[config.mk]
export PLATFORM = sky130hd
export DESIGN_NAME = branch_sequencer
export DESIGN_NICKNAME = d
export VERILOG_FILES = /design/src/rtl/branch_sequencer.sv
export SDC_FILE = /design/constraint.sdc
export NUM_CORES = 1
export LEC_CHECK = 0
export ABC_AREA = 1
export BUFFER_PORTS_ARGS = -buffer_cell sky130_fd_sc_hd__buf_2
export CORE_UTILIZATION = 30
export CTS_BUF_LIST = sky130_fd_sc_hd__clkbuf_16
export CTS_CLUSTER_DIAMETER = 120
export DETAILED_ROUTE_END_ITERATION = 7
export GPL_ROUTABILITY_DRIVEN = 0
export HOLD_SLACK_MARGIN = 0.05
export PLACE_DENSITY = 0.56
export SLEW_MARGIN = 40
export SYNTH_ARGS = -nofsm -noshare
export SYNTH_HDL_FRONTEND = slang
export SYNTH_SLANG_ARGS = --single-unit
[constraint.sdc]
create_clock -name CLK -period 5.8 [get_ports CLK]
set_clock_uncertainty 0.2 [all_clocks]
set_input_delay 1.16 -clock CLK [delete_from_list [all_inputs] [get_ports CLK]]
set_output_delay 1.16 -clock CLK [all_outputs]
set_load 0.02 [all_outputs]
[src/rtl/branch_sequencer.sv]
// Branch resolution sequencer.
// Resolves one beq/bne branch per request using a three-state FSM:
//   IDLE    -> wait for Start, then snapshot the operands
//   COMPARE -> register the outcome and the taken-branch target
//   UPDATE  -> select the next PC and register the PC-load strobe
// The PC-load strobe and the completion pulse are registered outputs
// produced by the UPDATE state, so with Start sampled at edge n they are
// high for exactly the cycle between edges n+2 and n+3. A reset that
// lands anywhere inside COMPARE or UPDATE therefore suppresses the pulse.
module branch_sequencer #(
    parameter int WIDTH = 16,
    parameter int OFFW  = 8
) (
    input  logic             CLK,
    input  logic             Reset_n,
    input  logic             Start,
    input  logic             EorNE,
    input  logic [WIDTH-1:0] RegA,
    input  logic [WIDTH-1:0] RegB,
    input  logic [WIDTH-1:0] PC,
    input  logic [OFFW-1:0]  Offset,
    output logic             Busy,
    output logic             PCWrite,
    output logic [WIDTH-1:0] NewPC,
    output logic             Taken,
    output logic             Done
);

    // FSM encoding; the fourth code is unreachable and recovers to IDLE.
    localparam logic [1:0] S_IDLE    = 2'd0;
    localparam logic [1:0] S_COMPARE = 2'd1;
    localparam logic [1:0] S_UPDATE  = 2'd2;

    // Increment used for the fall-through (not-taken) address.
    localparam logic [WIDTH-1:0] PC_STEP = {{(WIDTH-1){1'b0}}, 1'b1};

    // Sign-extend a word offset to the datapath width.
    function automatic logic [WIDTH-1:0] sign_extend(input logic [OFFW-1:0] off);
        sign_extend = WIDTH'($signed(off));
    endfunction

    logic [1:0]       state_r;
    logic [1:0]       state_next_s;

    // Operand snapshot taken at the Start edge; immune to later input changes.
    logic [WIDTH-1:0] a_r;
    logic [WIDTH-1:0] b_r;
    logic [WIDTH-1:0] pc_r;
    logic [OFFW-1:0]  off_r;
    logic             eorne_r;

    // Results of the COMPARE state.
    logic             taken_r;
    logic [WIDTH-1:0] target_r;

    // Registered outputs of the UPDATE state.
    logic             pcwrite_r;
    logic             done_r;
    logic [WIDTH-1:0] newpc_r;

    // Combinational helpers.
    logic             capture_s;
    logic             eq_s;
    logic             taken_next_s;
    logic [WIDTH-1:0] target_next_s;
    logic [WIDTH-1:0] seq_pc_s;
    logic [WIDTH-1:0] newpc_next_s;

    assign capture_s     = (state_r == S_IDLE) && Start;
    assign eq_s          = (a_r == b_r);
    assign taken_next_s  = eorne_r ? eq_s : ~eq_s;
    assign target_next_s = pc_r + sign_extend(off_r);
    assign seq_pc_s      = pc_r + PC_STEP;
    assign newpc_next_s  = taken_r ? target_r : seq_pc_s;

    // Next-state decode; Start is only honoured in IDLE so it never queues.
    always_comb begin
        state_next_s = state_r;
        case (state_r)
            S_IDLE: begin
                if (Start) begin
                    state_next_s = S_COMPARE;
                end else begin
                    state_next_s = S_IDLE;
                end
            end
            S_COMPARE: state_next_s = S_UPDATE;
            S_UPDATE:  state_next_s = S_IDLE;
            default:   state_next_s = S_IDLE;
        endcase
    end

    // State register.
    always_ff @(posedge CLK or negedge Reset_n) begin
        if (!Reset_n) begin
            state_r <= S_IDLE;
        end else begin
            state_r <= state_next_s;
        end
    end

    // Operand capture on an accepted Start; otherwise the snapshot holds.
    always_ff @(posedge CLK or negedge Reset_n) begin
        if (!Reset_n) begin
            a_r     <= {WIDTH{1'b0}};
            b_r     <= {WIDTH{1'b0}};
            pc_r    <= {WIDTH{1'b0}};
            off_r   <= {OFFW{1'b0}};
            eorne_r <= 1'b0;
        end else if (capture_s) begin
            a_r     <= RegA;
            b_r     <= RegB;
            pc_r    <= PC;
            off_r   <= Offset;
            eorne_r <= EorNE;
        end else begin
            a_r     <= a_r;
            b_r     <= b_r;
            pc_r    <= pc_r;
            off_r   <= off_r;
            eorne_r <= eorne_r;
        end
    end

    // Branch outcome and target, registered while in COMPARE; Taken then
    // holds until the next branch reaches COMPARE.
    always_ff @(posedge CLK or negedge Reset_n) begin
        if (!Reset_n) begin
            taken_r  <= 1'b0;
            target_r <= {WIDTH{1'b0}};
        end else if (state_r == S_COMPARE) begin
            taken_r  <= taken_next_s;
            target_r <= target_next_s;
        end else begin
            taken_r  <= taken_r;
            target_r <= target_r;
        end
    end

    // PC-load strobe, completion pulse and next PC, registered out of UPDATE.
    // NewPC keeps its last value between branches.
    always_ff @(posedge CLK or negedge Reset_n) begin
        if (!Reset_n) begin
            pcwrite_r <= 1'b0;
            done_r    <= 1'b0;
            newpc_r   <= {WIDTH{1'b0}};
        end else if (state_r == S_UPDATE) begin
            pcwrite_r <= 1'b1;
            done_r    <= 1'b1;
            newpc_r   <= newpc_next_s;
        end else begin
            pcwrite_r <= 1'b0;
            done_r    <= 1'b0;
            newpc_r   <= newpc_r;
        end
    end

    assign Busy    = (state_r != S_IDLE);
    assign PCWrite = pcwrite_r;
    assign Done    = done_r;
    assign NewPC   = newpc_r;
    assign Taken   = taken_r;

endmodule

==> run_results.csv <==
group,metric,value,unit
status,status,"complete, no violations",
timing,rsz0062_at_grt,"false",
flow_run,maxCapViolations,0,
critical_path,critical_path.n_buffers_inverters,3,
synth,yosysSeqAreaShare,45.6,%
route,ant_nets,0,
critical_path,crit_path_end_kind,"flip-flop",
critical_path,cp_max_fo,52,
critical_path,path_delay_family,"buffers and inverters",
route,drtPass1Iterations,5,
critical_path,slowest_stage,"inv_2",
synth,synth_cell_types,33,
timing,hold_viol,0,
synth,synthCells,693,
timing,min_period_over_period,49.8,%
floorplan,start_util,30.8,%
floorplan,fp.dieArea,17600,µm²
power,switchingPower,995,µW
route,wire_per_inst,12.5,µm
cts,clkSlewWorstSetupHoldPaths,0.06,ns
timing,fin_ws,2.91,ns
cts,htreeDepth,3,
timing,fin_setup_tns,0,ns
synth,syn_area_per_cell,7.37,µm²
floorplan,die_h,132,µm
synth,muxShareOfSynthArea,0,%
critical_path,worstSetupStartpointType,"input port",
synth,synthAdderAreaFrac,4.31,%
route,wirelength,12.4,mm
finish,drive_gt1_share,14.7,%
critical_path,critPathRequiredTime,5.87,ns
cts,clkLatencyLatePin,0.35,ns
power,finalPower,2.52,mW
power,p_leak,3.20,nW
synth,synth_area,5110,µm²
cts,ctsHoldBuffers,0,
power,p_clk_share,22.7,%
placement,io_buffers,79,
critical_path,crit_chain,"buf_2 > nand2_1 > inv_2 > buf_4 > nand2_1 > o21ai_1",
finish,fin_nets,843,
power,power_frac_seq,39.4,%
synth,synth-simple-area-share,30.3,%
global_routing,grt_antenna_before_repair,1,
finish,finalInstanceArea,5970,µm²
synth,ys_seq_elements,93,
cts,cts_sinks,93,
floorplan,core,16600,µm²
min_path,worst_hold_path_type,"reg -> reg",
finish,area_growth,16.9,%
finish,n_antenna_cell,0,
cts,cts_tree,"built",
global_routing,grt_pass1_vias,4095,
placement,placed_area,5690,µm²
cts,post_cts_buffers,0,
route,drt_iter0_drc,202,
synth,synth_compound_area_share,8.92,%
route,viasPerCell,4.37,
critical_path,cp_common_cell,"nand2_1",
critical_path,cp.arrival,2.96,ns
route,route.detailed.drc,0,
power,p_int,1.52,mW
floorplan,dieWidth,132,µm
floorplan,io_pins,80,
placement,dp_hpwl,9.19,mm
timing,drv_slew,0,
cts,cts_buffers,9,
synth,yosys.area_share.xor_xnor,2.06,%
power,irDropWorstVdd,194,µV
power,power_frac_comb,37.9,%
critical_path,slowest_delay,0.68,ns
timing,max_freq,346,MHz
synth,synth_nets,770,
floorplan,placementRows,47,
synth,synth_top_family_by_area,"simple AND/OR/NAND/NOR gates",
placement,place_ws,2.46,ns
global_routing,grt_max_degree,59,
cts,ctsResizeCount,0,
global_routing,grt_usage,15.0,%
power,powerDensity,422,nW/µm²
timing,setup_viol,0,
global_routing,grt-ovfl-total,0,
timing,fin_crit,2.89,ns
critical_path,criticalPathCategory,"in -> reg",
power,switching_share,39.5,%
cts,clockBufferDepth,2,
timing,worstMarginPinSlew,0.761,ns
cts,root_buffer,"clkbuf_16",
timing,max_slew_margin,49.2,%
route,num_vias,4323,
synth,synth_warnings,0,
global_routing,grt_pass1_wl,20.6,mm
## final cells by class
| type | instances | area (µm²) |
|---|---|---|
| tap | 220 | 275 |
| clock inverter | 6 | 50.0 |
| sequential | 93 | 2330 |
| multi-input combinational | 491 | 2330 |
| timing repair buffer | 83 | 432 |
| fill | 1811 | 10600 |
| clock buffer | 9 | 225 |
| inverter | 88 | 330 |
## synthesized netlist by cell type (all sizes together)
cell	n	area share, %
nand3	36	3.7
or2	5	0.61
nand4	4	0.49
and2	3	0.37
nor2	44	3.8
o211ai	1	0.15
dfrtp	93	46
nor3	5	0.81
buf	16	2.0
clkbuf	5	0.37
xor2	10	1.7
nand2	273	20
o21ai	64	6.3
nand3b	2	0.29
fa	1	0.39
a21oi	21	2.1
ha	16	3.9
and3	1	0.12
o21a	3	0.44
xnor2	2	0.34
inv	88	6.5
## sequential cells by signal, indices dropped and copies added, names as in the netlist
| register | cells |
|---|---|
| a_r | 16 |
| off_r | 8 |
| target_r | 16 |
| b_r | 16 |
| state_r | 2 |
| NewPC | 16 |
| eorne_r | 1 |
| pc_r | 16 |
| Taken | 1 |
| Done | 1 |
## through the flow
stage	hold slack [ns]	cells	util, %
final	0.275	990	36.0
after global routing	0.298	990	36.0
after CTS	0.278	990	36.0
after detailed placement	0.260	975	34.3
after global placement	0.261	975	34.3
after floorplan	0.243	693	-
## cell families (layout without fill, tap and decap cells)
logic type               Yosys count  after routing
AND/OR/NAND/NOR                  373            373
flip-flops                        93             93
XOR/XNOR                          12             12
adder cells (fa/ha/maj)           17             17
AO/OA/AOI/OAI                     89             89
buffers and inverters            109            186
## path summary, 6_finish.rpt
check	endpoint	depth (start not counted)	startpoint	slack (ns)
worst max-delay path	a_r[13]	6	Start	2.91
worst min-delay path	NewPC[11]	2	NewPC[11]	0.27
worst max register to register	a_r[13]	6	state_r[1]	3.14
worst min register to register	NewPC[11]	2	NewPC[11]	0.27
max in group asynchronous	NewPC[12]	2	Reset_n	3.96
min in group asynchronous	a_r[11]	1	Reset_n	0.56
## tightest hold or removal path, delay by kind of cell, from the launching register on
kind / cells / cell delay [ns]
flops: 1 / 0.34
simple gates: 2 / 0.10
## power groups by stage
stage | clock [mW] | sequential, mW | combinational, mW
2_1_floorplan | 0 | 1.05 | 0.643
3_3_place_gp | 0 | 1.00 | 0.960
3_5_place_dp | 0 | 1.00 | 0.963
4_1_cts | 0.588 | 0.995 | 0.969
5_1_grt | 0.618 | 1.02 | 1.10
6_report | 0.572 | 0.993 | 0.954
## cells in the final DEF, fill, tap and decap left out, types with 4 or more instances in the layout
cell type  netlist  final
xor2_1          10     10
buf_4            6      4
nand2_1        271    271
a21oi_1         21     21
o21ai_0         23     23
ha_1            16     16
buf_2            9     78
inv_2            6      6
inv_1           82     86
clkbuf_16        0      9
nand3_1         34     34
o21ai_1         41     41
nand4_1          4      4
dfrtp_1         93     93
nor2_1          39     39
## per-layer routing
layer | global-route usage [%] | wire length, µm | vias to the layer above
met2 | 23.5 | 5570 | 76
li1 | - | - | 2306
met4 | 4.73 | 186 | 0
met5 | 0 | 0 | -
met1 | 20.3 | 6090 | 1927
met3 | 3.87 | 537 | 14
Power figures use the tool's default switching activity.
